[src/rtl/golden_nonce_arbiter_pkg.sv]
// Shared miner constants: nonce width, pipeline offset derivation and the
// send-sequencer state encoding.
package golden_nonce_arbiter_pkg;

  localparam int LOOP_LOG2 = 2;
  localparam int NONCE_W   = 32;

  // The lane nonce runs ahead of the hit by the pipeline depth plus one.
  localparam logic [NONCE_W-1:0] NONCE_OFFSET = NONCE_W'((1 << (7 - LOOP_LOG2)) + 1);

  typedef enum logic [1:0] {
    ST_IDLE  = 2'd0,
    ST_PULSE = 2'd1,
    ST_GUARD = 2'd2
  } send_state_t;

endpackage

[src/rtl/golden_nonce_arbiter_nonce_fifo.sv]
// Circular result buffer with wrapping pointers; push and pop may coincide,
// including when full.
module nonce_fifo
  import golden_nonce_arbiter_pkg::*;
#(
  parameter int WIDTH = NONCE_W,
  parameter int DEPTH = 4
) (
  input  logic                     clk,
  input  logic                     reset_n,
  input  logic                     clear,
  input  logic                     push,
  input  logic [WIDTH-1:0]         wdata,
  input  logic                     pop,
  output logic [WIDTH-1:0]         rdata,
  output logic                     full,
  output logic                     empty,
  output logic [$clog2(DEPTH):0]   count
);
  localparam int AW = $clog2(DEPTH);
  localparam int CW = AW + 1;

  logic [WIDTH-1:0] mem [DEPTH];
  logic [AW-1:0]    wr_ptr, rd_ptr;
  logic             do_push, do_pop;

  assign full    = (count == CW'(DEPTH));
  assign empty   = (count == '0);
  assign do_pop  = pop && !empty;
  assign do_push = push && (!full || do_pop);
  assign rdata   = mem[rd_ptr];

  always_ff @(posedge clk or negedge reset_n) begin
    if (!reset_n) begin
      wr_ptr <= '0;
      rd_ptr <= '0;
      count  <= '0;
    end else if (clear) begin
      wr_ptr <= '0;
      rd_ptr <= '0;
      count  <= '0;
    end else begin
      if (do_push) wr_ptr <= wr_ptr + AW'(1);
      if (do_pop)  rd_ptr <= rd_ptr + AW'(1);
      case ({do_push, do_pop})
        2'b10:   count <= count + CW'(1);
        2'b01:   count <= count - CW'(1);
        default: count <= count;
      endcase
    end
  end

  always_ff @(posedge clk) begin
    if (do_push && !clear) mem[wr_ptr] <= wdata;
  end

endmodule

[src/rtl/golden_nonce_arbiter.sv]
// Collects per-lane golden-ticket hits, corrects them by the pipeline offset,
// queues them round-robin and feeds the shared serial transmitter.
//
// state    | meaning
// ---------+---------------------------------------------------------------
// ST_IDLE  | waiting for a queued word and a non-busy transmitter
// ST_PULSE | serial_send high for one cycle, golden_nonce freshly loaded
// ST_GUARD | one dead cycle covering the transmitter's busy rise latency
module golden_nonce_arbiter
  import golden_nonce_arbiter_pkg::*;
#(
  parameter int                 LANES        = 2,
  parameter int                 FIFO_DEPTH   = 4,
  parameter logic [NONCE_W-1:0] NONCE_OFFSET = golden_nonce_arbiter_pkg::NONCE_OFFSET
) (
  input  logic                        clk,
  input  logic                        reset_n,
  input  logic [LANES-1:0]            ticket,
  input  logic [NONCE_W*LANES-1:0]    lane_nonce,
  input  logic                        clear,
  input  logic                        serial_busy,
  output logic                        serial_send,
  output logic [NONCE_W-1:0]          golden_nonce,
  output logic                        overflow,
  output logic [$clog2(FIFO_DEPTH):0] pending
);
  localparam int RR_W = (LANES > 1) ? $clog2(LANES) : 1;

  logic [LANES-1:0]   hold_valid;
  logic [NONCE_W-1:0] hold_nonce [LANES];
  logic [LANES-1:0]   grant_vec, load_vec, drop_vec;
  logic [RR_W-1:0]    rr, grant_idx;
  logic [RR_W:0]      scan;
  logic               grant_any, grant_ok;
  logic               fifo_full, fifo_empty, pop;
  logic [NONCE_W-1:0] fifo_rdata;
  send_state_t        state, state_nx;

  // First valid lane at or after rr, scanning with wraparound.
  always_comb begin
    grant_any = 1'b0;
    grant_idx = '0;
    grant_vec = '0;
    scan      = '0;
    grant_ok  = !clear && (!fifo_full || pop);
    for (int k = 0; k < LANES; k++) begin
      scan = {1'b0, rr} + (RR_W+1)'(k);
      if (scan >= (RR_W+1)'(LANES)) scan = scan - (RR_W+1)'(LANES);
      if (grant_ok && !grant_any && hold_valid[scan[RR_W-1:0]]) begin
        grant_any = 1'b1;
        grant_idx = scan[RR_W-1:0];
      end
    end
    if (grant_any) grant_vec[grant_idx] = 1'b1;
  end

  // A lane being granted this cycle frees its hold slot for the new hit.
  assign load_vec = ticket & ~(hold_valid & ~grant_vec) & {LANES{~clear}};
  assign drop_vec = ticket & hold_valid & ~grant_vec;

  always_ff @(posedge clk or negedge reset_n) begin
    if (!reset_n) begin
      hold_valid <= '0;
      overflow   <= 1'b0;
      rr         <= '0;
    end else if (clear) begin
      hold_valid <= '0;
      overflow   <= 1'b0;
      rr         <= '0;
    end else begin
      for (int i = 0; i < LANES; i++) begin
        if (load_vec[i])       hold_valid[i] <= 1'b1;
        else if (grant_vec[i]) hold_valid[i] <= 1'b0;
      end
      if (|drop_vec) overflow <= 1'b1;
      if (grant_any) rr <= (grant_idx == RR_W'(LANES - 1)) ? '0 : grant_idx + RR_W'(1);
    end
  end

  always_ff @(posedge clk) begin
    for (int i = 0; i < LANES; i++) begin
      if (load_vec[i]) hold_nonce[i] <= lane_nonce[i*NONCE_W +: NONCE_W] - NONCE_OFFSET;
    end
  end

  nonce_fifo #(
    .WIDTH (NONCE_W),
    .DEPTH (FIFO_DEPTH)
  ) u_fifo (
    .clk     (clk),
    .reset_n (reset_n),
    .clear   (clear),
    .push    (grant_any),
    .wdata   (hold_nonce[grant_idx]),
    .pop     (pop),
    .rdata   (fifo_rdata),
    .full    (fifo_full),
    .empty   (fifo_empty),
    .count   (pending)
  );

  always_ff @(posedge clk or negedge reset_n) begin
    if (!reset_n) state <= ST_IDLE;
    else          state <= state_nx;
  end

  always_comb begin
    state_nx = state;
    pop      = 1'b0;
    case (state)
      ST_IDLE: begin
        if (!fifo_empty && !serial_busy && !clear) begin
          pop      = 1'b1;
          state_nx = ST_PULSE;
        end
      end
      ST_PULSE: state_nx = ST_GUARD;
      ST_GUARD: state_nx = ST_IDLE;
      default:  state_nx = ST_IDLE;
    endcase
  end

  always_ff @(posedge clk or negedge reset_n) begin
    if (!reset_n)  golden_nonce <= '0;
    else if (pop)  golden_nonce <= fifo_rdata;
  end

  assign serial_send = (state == ST_PULSE);

endmodule

[config.mk]
export PLATFORM = sky130hd
export DESIGN_NAME = golden_nonce_arbiter
export DESIGN_NICKNAME = d
export VERILOG_FILES = /design/src/rtl/golden_nonce_arbiter_pkg.sv /design/src/rtl/golden_nonce_arbiter_nonce_fifo.sv /design/src/rtl/golden_nonce_arbiter.sv
export SDC_FILE = /design/constraint.sdc
export NUM_CORES = 1
export LEC_CHECK = 0
export CAP_MARGIN = 40
export CELL_PAD_IN_SITES_DETAIL_PLACEMENT = 0
export CELL_PAD_IN_SITES_GLOBAL_PLACEMENT = 2
export CORE_MARGIN = 2
export CORE_UTILIZATION = 42
export CTS_CLUSTER_SIZE = 40
export DETAILED_ROUTE_END_ITERATION = 16
export GPL_ROUTABILITY_DRIVEN = 1
export PLACE_DENSITY_LB_ADDON = 0.15
export SLEW_MARGIN = 30
export SYNTH_ARGS = -nofsm -noshare
export SYNTH_HDL_FRONTEND = slang
export SYNTH_SLANG_ARGS = --single-unit
[constraint.sdc]
create_clock -name clk -period 5.3 [get_ports clk]
set_input_delay 1.59 -clock clk [delete_from_list [all_inputs] [get_ports clk]]
set_output_delay 1.59 -clock clk [all_outputs]
set_load 0.02 [all_outputs]
==> reports/qor.csv, run 1 <==
stage,metric,value,unit
run_status,status,"finished, final reports clean",
placed_design,dpl ws,0.967,ns
routing,Routed WL,19.8,mm
sta,Final Slew Violations,0,
layout,Final nets,799,
cts,clk_lat worst skew,0.50,ns
routing,DR vias,5526,
routing,drt drc,0,
sta,slew at the pin closest to its max-slew limit,0.776,ns
global_routing,global-route wire length before repair,31.9,mm
placed_design,Post-DP Area,0.0116,sq mm
run,max_cap viols,0,
die,total die area,0.0254,sq mm
cts,post-cts gate resize count,0,
setup_path,maximum fanout along the worst path,34,
sta,Max-slew headroom,48.2,%
die,IO Count,107,
die,site row count,56,
yosys,synth cell count leaders,"edfxtp_1, mux2_2, dfrtp_1",
sta,RSZ-0062 raised after global routing,no,
routing,routed vias/inst,5.22,
layout,layout cells sized above 1,22.0,%
layout,utilization after layout,52.5,%
setup_path,crit path launch type,input pin,
cts,hold buffers post-CTS,0,
die,Die W,159,um
placed_design,DP Wirelength,13.4,mm
power,worst vdd ir,0.175,mV
setup_path,CP Capture Type,flop,
power,Clock Power Share,30.6,%
cts,Num Clock Sinks,237,
yosys,most numerous cell in the Yosys netlist,edfxtp_1,
power,Internal,3.85,mW
setup_path,"Data required, critical path",5.69,ns
yosys,post-synthesis sequential area ratio,68.0,%
placed_design,Placed Instances,1013,
routing,Antenna Nets Post-Route,0,
global_routing,largest net degree at the start of global routing,46,
yosys,Synth Warn #,0,
yosys,unique cell type count in the Yosys netlist,54,
setup_path,"Arr. time, crit path",4.20,ns
sta,clk_skew,0.00906,ns
yosys,"Top FF cell, synth",edfxtp_1,
hold_path,worst hold path type,flop to flop,
routing,wire per inst,18.7,um
die,die height,159,um
yosys,syn_area_per_cell,16.9,sq um
layout,final cell count without fillers,1059,
sta,Tmin final,3.81,ns
yosys,Post-Syn Nets,676,
sta,Max Freq,0.263,GHz
yosys,Synth area leader,edfxtp_1,
sta,final hold viol count,0,
setup_path,CP Class,input pin to flop,
power,combinational share of power,23.6,%
global_routing,vias in the first global route,5785,
layout,register area,0.00689,sq mm
global_routing,GRT Resource Usage Total,15.7,%
sta,Final Cycle Share,71.9,%
layout,diode count,0,
routing,DRT iter0 DRCs,381,
die,core area,0.0236,sq mm
sta,WHS,0.469,ns
layout,Fill cells,1875,
yosys,top-area cell type share of the netlist area,56.9,%
global_routing,initial antenna violation count,0,
power,Flop pwr share,45.8,%
placed_design,number of port buffers,106,
cts,CTS max path bufs,3,
cts,Post-CTS Setup Repair Bufs,0,
sta,min setup slack post-route,1.49,ns
cts,CTS tree,yes,
placed_design,routability congestion estimate,0.752,
layout,area of the multi-input gates,0.00314,sq mm
yosys,Synth Instances,599,
power,Sw Pwr,1.38,mW
yosys,synth top area cells,"edfxtp_1, dfrtp_1, mux2_2",
routing,Pre-Repair DR Iteration Count,4,
sta,Final setup viols,0,
layout,post-route cell area,0.0124,sq mm
sta,setup_tns,0,ns
cts,H-Tree Level Count,1,
cts,clock slew at reported path FFs,0.06,ns
yosys,synthesized cell area,0.0101,sq mm
layout,area grow syn2layout,22.3,%
cts,root buffer cell,clkbuf_16,
yosys,Seq cells post-synth,237,
power,Pwr per Cell Area,422,mW/mm^2
yosys,Post-synth ARST share,19.0,%
global_routing,grt ovf,0,
power,Final Power,5.23,mW
cts,CTS Buf Count,25,
power,Pleak,4.14,nW
power,Sw Share,26.4,%
yosys,number of synthesized flops with an enable pin,192,
die,Initial Utilization,42.9,%
[layout make-up]
cell class | count | share of cell area, %
Timing Repair Buffer | 119 | 9.46
Multi-Input combinational cell | 326 | 25.3
Clock buffer | 32 | 5.34
Clock inverter | 13 | 0.716
Inverter | 13 | 0.393
Sequential cell | 237 | 55.6
Tap cell | 319 | 3.22
[path summary, 6_finish.rpt]
check / from / endpoint / slack (ns) / depth (start not counted)
min reg2reg: state[1] / state[1] / 0.47 / 1
min: state[1] / state[1] / 0.47 / 1
min in group asynchronous: reset_n / state[0] / 1.09 / 1
max in group asynchronous: reset_n / u_fifo.rd_ptr[0] / 3.75 / 1
max: clear / u_fifo.count[0] / 1.49 / 7
max reg2reg: state[1] / u_fifo.mem[0][23] / 2.62 / 5
[layer usage]
layer	routed length [um]	part of all wire, %	up-vias	track usage, %
met5	0	0	-	0
met4	390	2.0	0	4.55
met3	851	4.3	30	2.21
met2	8970	45	146	25.1
met1	9620	49	2779	22.7
li1	-	-	2571	-
[critical path, stage by stage]
cell	delay (ns)
clkdlybuf4s50_1	0.42
buf_4	0.22
nor4_1	0.66
nand2_1	0.21
inv_2	0.63
xnor2_1	0.17
o311ai_0	0.30
[power groups by stage]
stage	logic (mW)	clock network [mW]	registers [mW]
after floorplan	0.582	0	2.57
after global placement	1.23	0	2.43
after detailed placement	1.25	0	2.44
after CTS	1.26	1.63	2.40
after global routing	1.33	1.72	2.43
final	1.23	1.60	2.40
[kinds of logic after synthesis]
group,share of synthesized area (%)
AND/OR/NAND/NOR,7.69
AO/OA/AOI/OAI,2.99
flip-flops,68.0
buffers and inverters,1.46
XOR/XNOR,4.75
multiplexers,14.2
adder cells (fa/ha/maj),0.938
[registers in the layout (all words and copies together), names as in the netlist]
signal	cells
u_fifo.mem	128
hold_nonce	64
golden_nonce	32
u_fifo.count	3
hold_valid	2
state	2
u_fifo.rd_ptr	2
u_fifo.wr_ptr	2
overflow	1
rr	1
[cells in the final DEF, fill, tap and decap left out, drive strengths merged, types with 8 or more instances in the layout]
cell / instances
o21ai: 8
clkinv: 10
xnor2: 27
nor2: 18
mux2: 64
or3: 10
edfxtp: 192
and2: 8
mux4: 32
inv: 14
xor2: 28
clkdlybuf4s50: 105
nor3: 12
buf: 14
dfrtp: 45
clkbuf: 32
nor4: 10
nand2: 20
No activity file was read; power rests on OpenSTA's default activity.
==> run 2, diff against run 1 <==
==> constraint.sdc (replaced) <==
create_clock -name clk -period 3.8 [get_ports clk]
set_input_delay 1.14 -clock clk [delete_from_list [all_inputs] [get_ports clk]]
set_output_delay 1.14 -clock clk [all_outputs]
set_load 0.02 [all_outputs]
==> reports/qor.csv, run 2 (synthesis gave the netlist of run 1 again) <==
stage,metric,value,unit
run_status,status,"finished, final reports clean",
cts,Num Clock Sinks,237,
sta,Final Cycle Share,83.4,%
cts,clock slew at reported path FFs,0.06,ns
sta,Final Slew Violations,0,
cts,H-Tree Level Count,1,
cts,CTS Buf Count,24,
die,core area,0.0236,sq mm
routing,drt drc,0,
power,Pwr per Cell Area,596,mW/mm^2
placed_design,routability congestion estimate,0.772,
setup_path,CP Capture Point,hold_nonce[0][14],
cts,clk_lat worst skew,0.51,ns
die,total die area,0.0254,sq mm
routing,Pre-Repair DR Iteration Count,4,
setup_path,crit path launch type,input pin,
layout,"most common cell after layout, fill and taps aside",edfxtp_1,
setup_path,"Data required, critical path",4.07,ns
placed_design,number of port buffers,106,
die,IO Count,107,
cts,hold buffers post-CTS,0,
setup_path,CP Class,input pin to flop,
placed_design,DP Wirelength,13.9,mm
sta,Max Freq,0.316,GHz
hold_path,hold path depth,1,
routing,DRT iter0 DRCs,410,
layout,final cell count without fillers,1065,
sta,final hold viol count,0,
global_routing,largest net degree at the start of global routing,46,
setup_path,WP buf/inv,3,
power,Pleak,4.23,nW
power,worst vdd ir,0.270,mV
setup_path,Worst path slowest cell,a2111oi_4,
setup_path,maximum fanout along the worst path,7,
global_routing,GRT Resource Usage Total,16.2,%
sta,Tmin final,3.17,ns
placed_design,Post-DP Area,0.0118,sq mm
sta,WHS,0.475,ns
run,max_cap viols,0,
die,site row count,56,
sta,min setup slack post-route,0.632,ns
cts,CTS tree,yes,
global_routing,initial antenna violation count,1,
layout,area grow syn2layout,24.3,%
routing,Routed WL,20.3,mm
setup_path,RR Startpoint,state[1],
routing,wire per inst,19.1,um
hold_path,Hold Path Origin,state[1],
setup_path,CP Capture Type,flop,
layout,post-route cell area,0.0126,sq mm
layout,max reg flops,128,
sta,Max-slew headroom,60.4,%
setup_path,"Arr. time, crit path",3.44,ns
setup_path,CP top delay family,buffers and inverters,
setup_path,stages on the worst setup path,7,
layout,most frequent cells in the layout,"edfxtp_1, clkdlybuf4s50_1, mux2_2",
setup_path,Critical path origin,lane_nonce[0],
cts,Post-CTS Setup Repair Bufs,0,
layout,Final nets,805,
cts,CTS max path bufs,3,
placed_design,dpl ws,0.136,ns
power,Final Power,7.51,mW
setup_path,Slowest Stage Delay on Critical Path,0.55,ns
layout,diode count,0,
cts,post-cts gate resize count,0,
setup_path,worst r2r dst,u_fifo.mem[3][21],
layout,layout cells sized above 1,23.5,%
layout,Biggest register,u_fifo.mem,
setup_path,r2r worst-path depth,5,
global_routing,vias in the first global route,5805,
layout,utilization after layout,53.4,%
hold_path,worst hold path type,flop to flop,
setup_path,flop2flop setup slack,1.34,ns
routing,routed vias/inst,5.16,
sta,Final setup viols,0,
global_routing,grt ovf,0,
die,Initial Utilization,42.9,%
sta,RSZ-0062 raised after global routing,no,
layout,largest registers,"u_fifo.mem (128), hold_nonce (64), golden_nonce (32)",
sta,slew at the pin closest to its max-slew limit,0.593,ns
routing,Antenna Nets Post-Route,0,
layout,Fill cells,1921,
sta,clk_skew,0.0119,ns
die,die height,159,um
die,Die W,159,um
global_routing,global-route wire length before repair,32.2,mm
routing,DR vias,5491,
setup_path,crit-path cells,"clkdlybuf4s50_1, inv_1, ha_1, or4b_4, a2111oi_4, buf_4, xor2_1",
cts,root buffer cell,clkbuf_16,
placed_design,Placed Instances,1021,
sta,setup_tns,0,ns
run 2: cell types whose count changed in the layout (fill, tap and decap cells not counted), moves of 2 or more:
cell | previous run | this run
clkinv_1 | 6 | 4
buf_12 | 0 | 7
buf_4 | 12 | 14
clkbuf_1 | 6 | 2
bufinv_16 | 1 | 4
clkinv_2 | 4 | 6
run 2: layout make-up:
| cell class | instances | area (sq um) | area share [%] |
|---|---|---|---|
| clock inverter | 16 | 180 | 1.43 |
| inverter | 13 | 48.8 | 0.387 |
| tap | 319 | 399 | 3.17 |
| multi-input combinational | 326 | 3140 | 24.9 |
| timing repair buffer | 126 | 1300 | 10.3 |
| clock buffer | 28 | 647 | 5.13 |
| sequential | 237 | 6890 | 54.7 |
run 2: worst min path at each step:
stage | end | slack (ns)
after floorplan | state[1] | 0.44
after global routing | state[1] | 0.51
after detailed placement | state[1] | 0.47
final | state[1] | 0.47
after CTS | state[1] | 0.48
after global placement | state[1] | 0.46
run 2: report_power, final:
part           total, mW  switching [mW]  leakage, nW  internal, mW
logic               1.72           0.801         1.51         0.917
clock network       2.43           0.944        0.404          1.49
registers           3.37           0.190         2.31          3.18
run 2: metal layers:
metal	part of all wire [%]	vias to the layer above	global-route usage, %
met1	47	2730	23.6
li1	-	2584	-
met5	0.054	-	0
met4	1.5	2	3.72
met3	4.8	26	2.84
met2	46	149	25.6
